$ cat src/rtl/serial_nibble_assembler_pkg.sv
// Shared definitions for the serial nibble assembler: FSM state encoding and default word width.
package serial_nibble_assembler_pkg;

    localparam int DEFAULT_WIDTH = 4;

    typedef enum logic [1:0] {
        ST_IDLE  = 2'd0,
        ST_SHIFT = 2'd1,
        ST_HOLD  = 2'd2
    } state_t;

endpackage

$ cat src/rtl/serial_nibble_assembler_bit_counter.sv
// Mod-WIDTH bit counter, falling-edge clocked; done flags the increment that completes a word.
module serial_nibble_assembler_bit_counter #(
    parameter int WIDTH = 4
) (
    input  logic clk,
    input  logic clr_n,
    input  logic inc,
    input  logic clr,
    output logic done
);

    localparam int CW = (WIDTH > 2) ? $clog2(WIDTH) : 1;

    logic [CW-1:0] count_q;

    // clr has priority so the completing increment returns the count to 0 instead of overflowing.
    always_ff @(negedge clk or negedge clr_n) begin
        if (!clr_n) begin
            count_q <= '0;
        end else if (clr) begin
            count_q <= '0;
        end else if (inc) begin
            count_q <= count_q + 1'b1;
        end
    end

    assign done = inc && (count_q == CW'(WIDTH - 1));

endmodule

$ cat src/rtl/serial_nibble_assembler.sv
// Assembles a serial bit stream into WIDTH-bit words and offers them downstream with valid/ready.
module serial_nibble_assembler
    import serial_nibble_assembler_pkg::*;
#(
    parameter int WIDTH     = DEFAULT_WIDTH,
    parameter int MSB_FIRST = 1
) (
    input  logic             clk,
    input  logic             clr_n,
    input  logic             start,
    input  logic             sin,
    input  logic             sin_valid,
    input  logic             word_ready,
    input  logic             clr_ovr,
    output logic [WIDTH-1:0] word_out,
    output logic             word_valid,
    output logic             busy,
    output logic             overrun,
    output logic [1:0]       state_dbg
);

    state_t           state_q;
    state_t           state_d;
    logic [WIDTH-1:0] shift_q;
    logic [WIDTH-1:0] shifted;
    logic [WIDTH-1:0] word_q;
    logic             ovr_q;
    logic             inc;
    logic             cnt_clr;
    logic             done;

    assign inc     = (state_q == ST_SHIFT) && sin_valid;
    assign cnt_clr = (state_q != ST_SHIFT) || done;

    serial_nibble_assembler_bit_counter #(
        .WIDTH (WIDTH)
    ) u_bit_counter (
        .clk   (clk),
        .clr_n (clr_n),
        .inc   (inc),
        .clr   (cnt_clr),
        .done  (done)
    );

    always_comb begin
        shifted = shift_q;
        if (MSB_FIRST != 0) begin
            shifted = {shift_q[WIDTH-2:0], sin};
        end else begin
            shifted = {sin, shift_q[WIDTH-1:1]};
        end
    end

    // Handshake: word_valid is high exactly in HOLD with word_out frozen; a word transfers on the
    // falling edge where word_valid && word_ready, and word_valid drops on that same edge.
    always_comb begin
        state_d = state_q;
        case (state_q)
            ST_IDLE:  if (start) state_d = ST_SHIFT;
            ST_SHIFT: if (done) state_d = ST_HOLD;
            ST_HOLD:  if (word_ready) state_d = start ? ST_SHIFT : ST_IDLE;
            default:  state_d = ST_IDLE;
        endcase
    end

    always_ff @(negedge clk or negedge clr_n) begin
        if (!clr_n) begin
            state_q <= ST_IDLE;
        end else begin
            state_q <= state_d;
        end
    end

    // The shift register is held clear outside SHIFT, so every word starts from zero.
    always_ff @(negedge clk or negedge clr_n) begin
        if (!clr_n) begin
            shift_q <= '0;
            word_q  <= '0;
        end else begin
            if (state_q != ST_SHIFT) begin
                shift_q <= '0;
            end else if (sin_valid) begin
                shift_q <= shifted;
            end
            if (done) begin
                word_q <= shifted;
            end
        end
    end

    always_ff @(negedge clk or negedge clr_n) begin
        if (!clr_n) begin
            ovr_q <= 1'b0;
        end else if ((state_q == ST_HOLD) && sin_valid) begin
            ovr_q <= 1'b1;
        end else if (clr_ovr) begin
            ovr_q <= 1'b0;
        end
    end

    assign word_out   = word_q;
    assign word_valid = (state_q == ST_HOLD);
    assign busy       = (state_q != ST_IDLE);
    assign overrun    = ovr_q;
    assign state_dbg  = state_q;

endmodule

$ cat config.mk
export PLATFORM = sky130hd
export DESIGN_NAME = serial_nibble_assembler
export DESIGN_NICKNAME = d
export VERILOG_FILES = /design/src/rtl/serial_nibble_assembler_pkg.sv /design/src/rtl/serial_nibble_assembler_bit_counter.sv /design/src/rtl/serial_nibble_assembler.sv
export SDC_FILE = /design/constraint.sdc
export NUM_CORES = 1
export LEC_CHECK = 0
export BUFFER_PORTS_ARGS = -buffer_cell sky130_fd_sc_hd__buf_2
export CAP_MARGIN = 25
export CORE_AREA = 2 2 39 41
export DETAILED_ROUTE_END_ITERATION = 12
export DIE_AREA = 0 0 41 43
export PLACE_DENSITY = 0.73
export SYNTH_ARGS = -nofsm -noshare
export SYNTH_HDL_FRONTEND = slang
export SYNTH_SLANG_ARGS = --single-unit
$ cat constraint.sdc
create_clock -name clk -period 1.2 [get_ports clk]
set_input_delay 0.12 -clock clk [delete_from_list [all_inputs] [get_ports clk]]
set_output_delay 0.12 -clock clk [all_outputs]
set_load 0.01 [all_outputs]
==> results of run 1 <==
power groups by stage:
stage	clock (uW)	combinational [uW]	sequential (uW)
floorplan	0	310	702
global route	265	882	693
CTS	249	729	670
global placement	0	630	653
finish	244	800	676
detailed placement	0	659	653
kinds of logic (layout without fill, tap and decap cells):
group / count (synthesis) / in the layout / synth area share, %
AND/OR/NAND/NOR: 13 / 13 / 17.1
flip-flops: 12 / 12 / 53.9
multiplexers: 7 / 7 / 16.2
AO/OA/AOI/OAI: 5 / 5 / 6.52
buffers and inverters: 4 / 35 / 4.04
adder cells (fa/ha/maj): 1 / 1 / 2.25
how the worst min path moves through the flow:
stage	depth (start not counted)	slack [ns]	end	start
global route	1	0.21	word_out[1]	clr_n
floorplan	0	0.32	overrun	clr_n
finish	1	0.20	word_out[3]	clr_n
CTS	1	0.21	word_out[3]	clr_n
detailed placement	1	0.45	word_out[0]	word_out[0]
global placement	1	0.45	word_out[3]	shift_q[2]
flip-flops by register name, indices dropped and copies added, names as in the netlist:
name	cells
shift_q	3
word_out	4
u_bit_counter.count_q	2
overrun	1
state_dbg	2
metal layers:
metal | vias up | wire (um) | track usage [%]
li1 | 212 | - | -
met1 | 213 | 473 | 20.3
met2 | 11 | 617 | 24.4
met3 | 2 | 41 | 4.71
met4 | 0 | 14 | 8.00
met5 | - | 0 | 0
worst max-delay path, stage by stage (launching register included):
cell and delay (ns):
dfrtn_1 0.39, or2_4 0.25, buf_6 0.12
metrics by stage:
| stage | worst slack, ns | std cells | hold WS (ns) | cell area (um^2) | TNS, ns |
|---|---|---|---|---|---|
| floorplan | -0.266 | 42 | 0.316 | 568 | -1.59 |
| global placement | -0.291 | 80 | 0.448 | 703 | -3.63 |
| detailed placement | -0.327 | 80 | 0.453 | 703 | -3.86 |
| CTS | -0.548 | 85 | 0.206 | 777 | -4.02 |
| global route | -0.574 | 89 | 0.208 | 818 | -4.52 |
| finish | -0.548 | 89 | 0.196 | 818 | -4.06 |
what timing repair did:
item	4_1_cts	5_1_grt
setup buffers	2	3
endpoints found under the setup margin	14	15
endpoints found under the hold margin	0	0
gates cloned	0	1
hold buffers	0	0
pin swaps	2	2
resized for setup	7	4
area by class of cell:
class	instances	share of cell area, %
clock buffer	3	2.75
inverter	3	1.38
multi-input combinational	26	32.0
sequential	12	36.7
tap	16	2.45
timing repair buffer	29	24.8
cells in the final DEF (no fill, tap or decap):
cell,count
or3b_4,1
a21oi_2,1
a22o_1,1
buf_4,13
nor2b_1,1
o21ai_0,1
nand2b_1,2
o32ai_1,1
clkbuf_4,3
or2_4,1
mux2i_1,3
inv_1,2
ha_4,1
dfrtn_1,12
buf_2,12
nand2b_4,1
nand4b_4,1
nand3b_1,1
a21oi_1,1
nand2b_2,1
inv_2,1
mux2_4,4
nor2_1,3
buf_6,4
and2_1,1
==> metrics.yaml, run 1 <==
pwr:
  switching_power_uw: 535
  finalPower_uw: 1720
  p_clk_share_pct: 14.2
  swShare_pct: 31.1
  pwr-share-seq_pct: 39.3
  leakage_uw: 0.000451
  power_frac_comb_pct: 46.5
  peakVddDrop_mv: 1.18
  internal-power_uw: 1190
  powerDensity_mw_per_mm2: 2100
logic_synthesis:
  synth_commonest_cells: "12 x dfrtn_1, 4 x mux2_4, 4 x nand2b_1"
  syn_avg_cell_area_um2: 13.3
  synth_top_area_share_pct: 53.9
  ys_seq_area_share_pct: 53.9
  synth_ff_type: "dfrtn_1"
  synth.most_common_cell: "dfrtn_1"
  synth.distinct_cells: 19
  synth_cells: 42
  ys_ff_latch: 12
  synthArstFlopShare_pct: 100
  ys_warn_count: 0
  syn_area_um2: 557
  synth_area_leader_cell: "dfrtn_1"
  ys_top_cells_by_area: "dfrtn_1 54%, mux2_4 11%, mux2i_1 5.4%"
  synth-edff-count: 0
  syn-num-nets: 50
final_layout:
  fin_util_pct: 59.1
  fillers: 120
  multi_input_area_um2: 262
  register_area_um2: 300
  final_nets: 83
  area_delta_synth_final_pct: 47.0
  drive_above_1_share_pct: 60.3
  n_antenna_cell: 0
critical_path:
  cp_max_fo: 3
  crit_path_end_kind: "output pin"
  required_ns: 1.08
  cp-start-kind: "flop"
  r2r_cells: 3
  path_class: "reg2out"
  regToRegStartpoint: "u_bit_counter.count_q[1]"
  reg2reg_to: "word_out[1]"
  cp.arrival_ns: 1.63
  reg2reg_slack_ns: -0.08
  critPathLaunch: "state_dbg[1]"
  endpoint: "busy"
clock_network:
  clk_pin_slew_ns: 0.05
  clock_latency_ns: 0.28
  clock_sinks: 12
  cts_made_buffers: 3
  root_buffer: "clkbuf_4"
  cts_max_level: 1
  clock_path_buffers: 2
  cts_tree: "yes"
sta:
  grt_setup_unrepaired: "true"
  fin_ws_ns: -0.548
  worstMarginPinSlew_ns: 0.275
  finalSetupViolations: 13
  slew_viol_final: 0
  skew_ns: 0.00137
  hold_viol_final: 0
  max-slew-margin-rel_pct: 81.7
place:
  dpl.hpwl_um: 774
  port_buffers: 15
  gp_congestion: 0.672
routing:
  drc: 0
  vias: 438
  first_pass_iters: 4
  routed_wl_um: 1150
  wl_per_cell_um: 12.9
  drt-vias-per-instance: 4.92
  ant_nets: 0
  first_iter_violations: 11
floorplanning:
  dieWidth_um: 41
  core_mm2: 0.00138
  core.rowCount: 14
  die_height_um: 43
  initial_core_util_pct: 40.2
  die_area_mm2: 0.00176
  ios: 16
status:
  outcome: "complete, but fails checks"
  violations: "setup timing"
global_routing:
  grt_pass1_vias: 439
  grt_max_degree: 13
  grt_pass1_wl_um: 1880
  overflow: 0
  grtUsageTotal_pct: 16.2
  antenna_found_initial: 0
job:
  cap_violations: 0
hold_path:
  min_path_type: "in2async"
(Power assumes the default switching activity.)
==> run 2, diff against run 1 <==
clock period = 1.4 ns   (was 1.2 ns; I/O delays follow)
==> run 2 against run 1 <==
Compared with the run above:
- count of clock-buffer cells in the layout is the same
- combinational power down 23%
- clock power down 14%
- critical endpoint is now word_valid
- critical path depth grew 1
- clock skew about the same
- worst setup slack improved by 0.099 ns
- largest cell class unchanged
- non-clock buffer count shrank 3
- the run still ends with setup timing left
==> metrics.yaml, run 2 (same netlist as run 1, synthesis figures left out) <==
clock_network:
  clock_sinks: 12
  cts_made_buffers: 3
  root_buffer: "clkbuf_4"
  clock_path_buffers: 2
  ctsHoldBuffers: 0
  clock_latency_ns: 0.28
  cts_tree: "yes"
  clk_pin_slew_ns: 0.05
  cts_max_level: 1
pwr:
  pwr-share-seq_pct: 40.5
  leakage_uw: 0.000448
  internal-power_uw: 963
  power_frac_comb_pct: 44.3
  p_clk_share_pct: 15.1
  powerDensity_mw_per_mm2: 1820
  switching_power_uw: 423
  swShare_pct: 30.5
  peakVddDrop_mv: 0.742
sta:
  grt_setup_unrepaired: "true"
  skew_ns: 0.00138
  tns_ns: -2.93
  finalSetupViolations: 9
  max-slew-margin-rel_pct: 82.0
  hold_viol_final: 0
  slew_viol_final: 0
  fin_ws_ns: -0.449
  worstMarginPinSlew_ns: 0.271
routing:
  drc: 0
  wl_per_cell_um: 11.8
  first_pass_iters: 4
  vias: 409
  drt-vias-per-instance: 4.76
  first_iter_violations: 12
  routed_wl_um: 1020
  ant_nets: 0
place:
  dpl.hpwl_um: 707
  port_buffers: 15
  gp_congestion: 0.665
  dp_slack_ns: -0.235
  dp.cells: 75
  dpl_cell_area_um2: 666
critical_path:
  critPathSlowestCell: "dfrtn_1"
  cp-start-kind: "flop"
  reg2reg_slack_ns: 0.08
  regToRegStartpoint: "u_bit_counter.count_q[0]"
  required_ns: 1.26
  cp_max_fo: 3
  slowest_delay_ns: 0.42
  crit_chain: "nand2b_1 -> inv_1 -> buf_2"
  crit_path_end_kind: "output pin"
  r2r_cells: 3
  cp.arrival_ns: 1.71
  reg2reg_to: "word_out[0]"
  path_class: "reg2out"
final_layout:
  fin_cells: 86
  largest_reg_flops: 4
  fin_util_pct: 55.2
  design_area_um2: 763
  layout_common_cells: "13 x buf_2, 12 x dfrtn_1, 11 x buf_4"
  area_delta_synth_final_pct: 37.1
  layout_commonest_cell: "buf_2"
  drive_above_1_share_pct: 52.9
  n_antenna_cell: 0
  final_nets: 80
  fillers: 124
floorplanning:
  core.rowCount: 14
  ios: 16
  initial_core_util_pct: 40.2
  die_area_mm2: 0.00176
  core_mm2: 0.00138
  dieWidth_um: 41
  die_height_um: 43
global_routing:
  grt_max_degree: 13
  antenna_found_initial: 0
  grtUsageTotal_pct: 15.4
  grt_pass1_wl_um: 1770
  grt_pass1_vias: 428
  overflow: 0
status:
  violations: "setup timing"
  outcome: "complete, but fails checks"
job:
  cap_violations: 0
hold_path:
  min_path_type: "in2async"
==> run 2: worst max-delay path by stage <==
stage	from	to	slack (ns)	cells past startpoint
after global placement	sin_valid	word_out[0]	-0.22	3
after detailed placement	sin_valid	u_bit_counter.count_q[0]	-0.24	4
after CTS	state_dbg[0]	word_valid	-0.45	3
final	state_dbg[0]	word_valid	-0.45	3
after global routing	state_dbg[0]	word_valid	-0.49	3
after floorplan	state_dbg[0]	word_valid	-0.19	2
==> run 2: final cells by class <==
type / count / area (um^2) / share of cell area, %
clock buffers: 3 / 22.5 / 2.95
well taps: 16 / 20.0 / 2.62
multi-input cells: 26 / 239 / 31.3
flip-flops and latches: 12 / 300 / 39.3
inverters: 3 / 11.3 / 1.48
repair buffers: 26 / 170 / 22.3
==> run 2: what timing repair did <==
item,CTS,global route
gates resized for setup,1,2
endpoints found under the setup margin,9,11
buffers inserted,5,3
==> run 2: metrics by stage <==
step	hold WS (ns)	power, uW
after floorplan	0.436	868
after global placement	0.449	1020
after detailed placement	0.453	1040
after CTS	0.320	1350
after global routing	0.335	1490
final	0.315	1390
==> run 2: critical path: cells and delay by family, from the launching register on <==
kind / cells / cell delay [ns]
and+or+nand+nor: 1 / 0.12
DFF: 1 / 0.42
buffers and inverters: 2 / 0.18
==> run 2: metal layers <==
layer  track usage, %  part of all wire, %  up-vias  routed length (um)
met3             3.14                  3.0        4                  31
met4             10.0                  3.0        0                  31
met1             20.2                   46      192                 471
met2             21.9                   47       11                 484
met5                0                    0        -                   0
li1                 -                    -      202                   -
==> run 2: power by group through the flow <==
stage | clock, uW | sequential (uW) | combinational [uW]
after global placement | 0 | 565 | 454
after CTS | 223 | 558 | 565
after detailed placement | 0 | 565 | 470
after floorplan | 0 | 602 | 266
after global routing | 231 | 582 | 675
final | 209 | 562 | 614
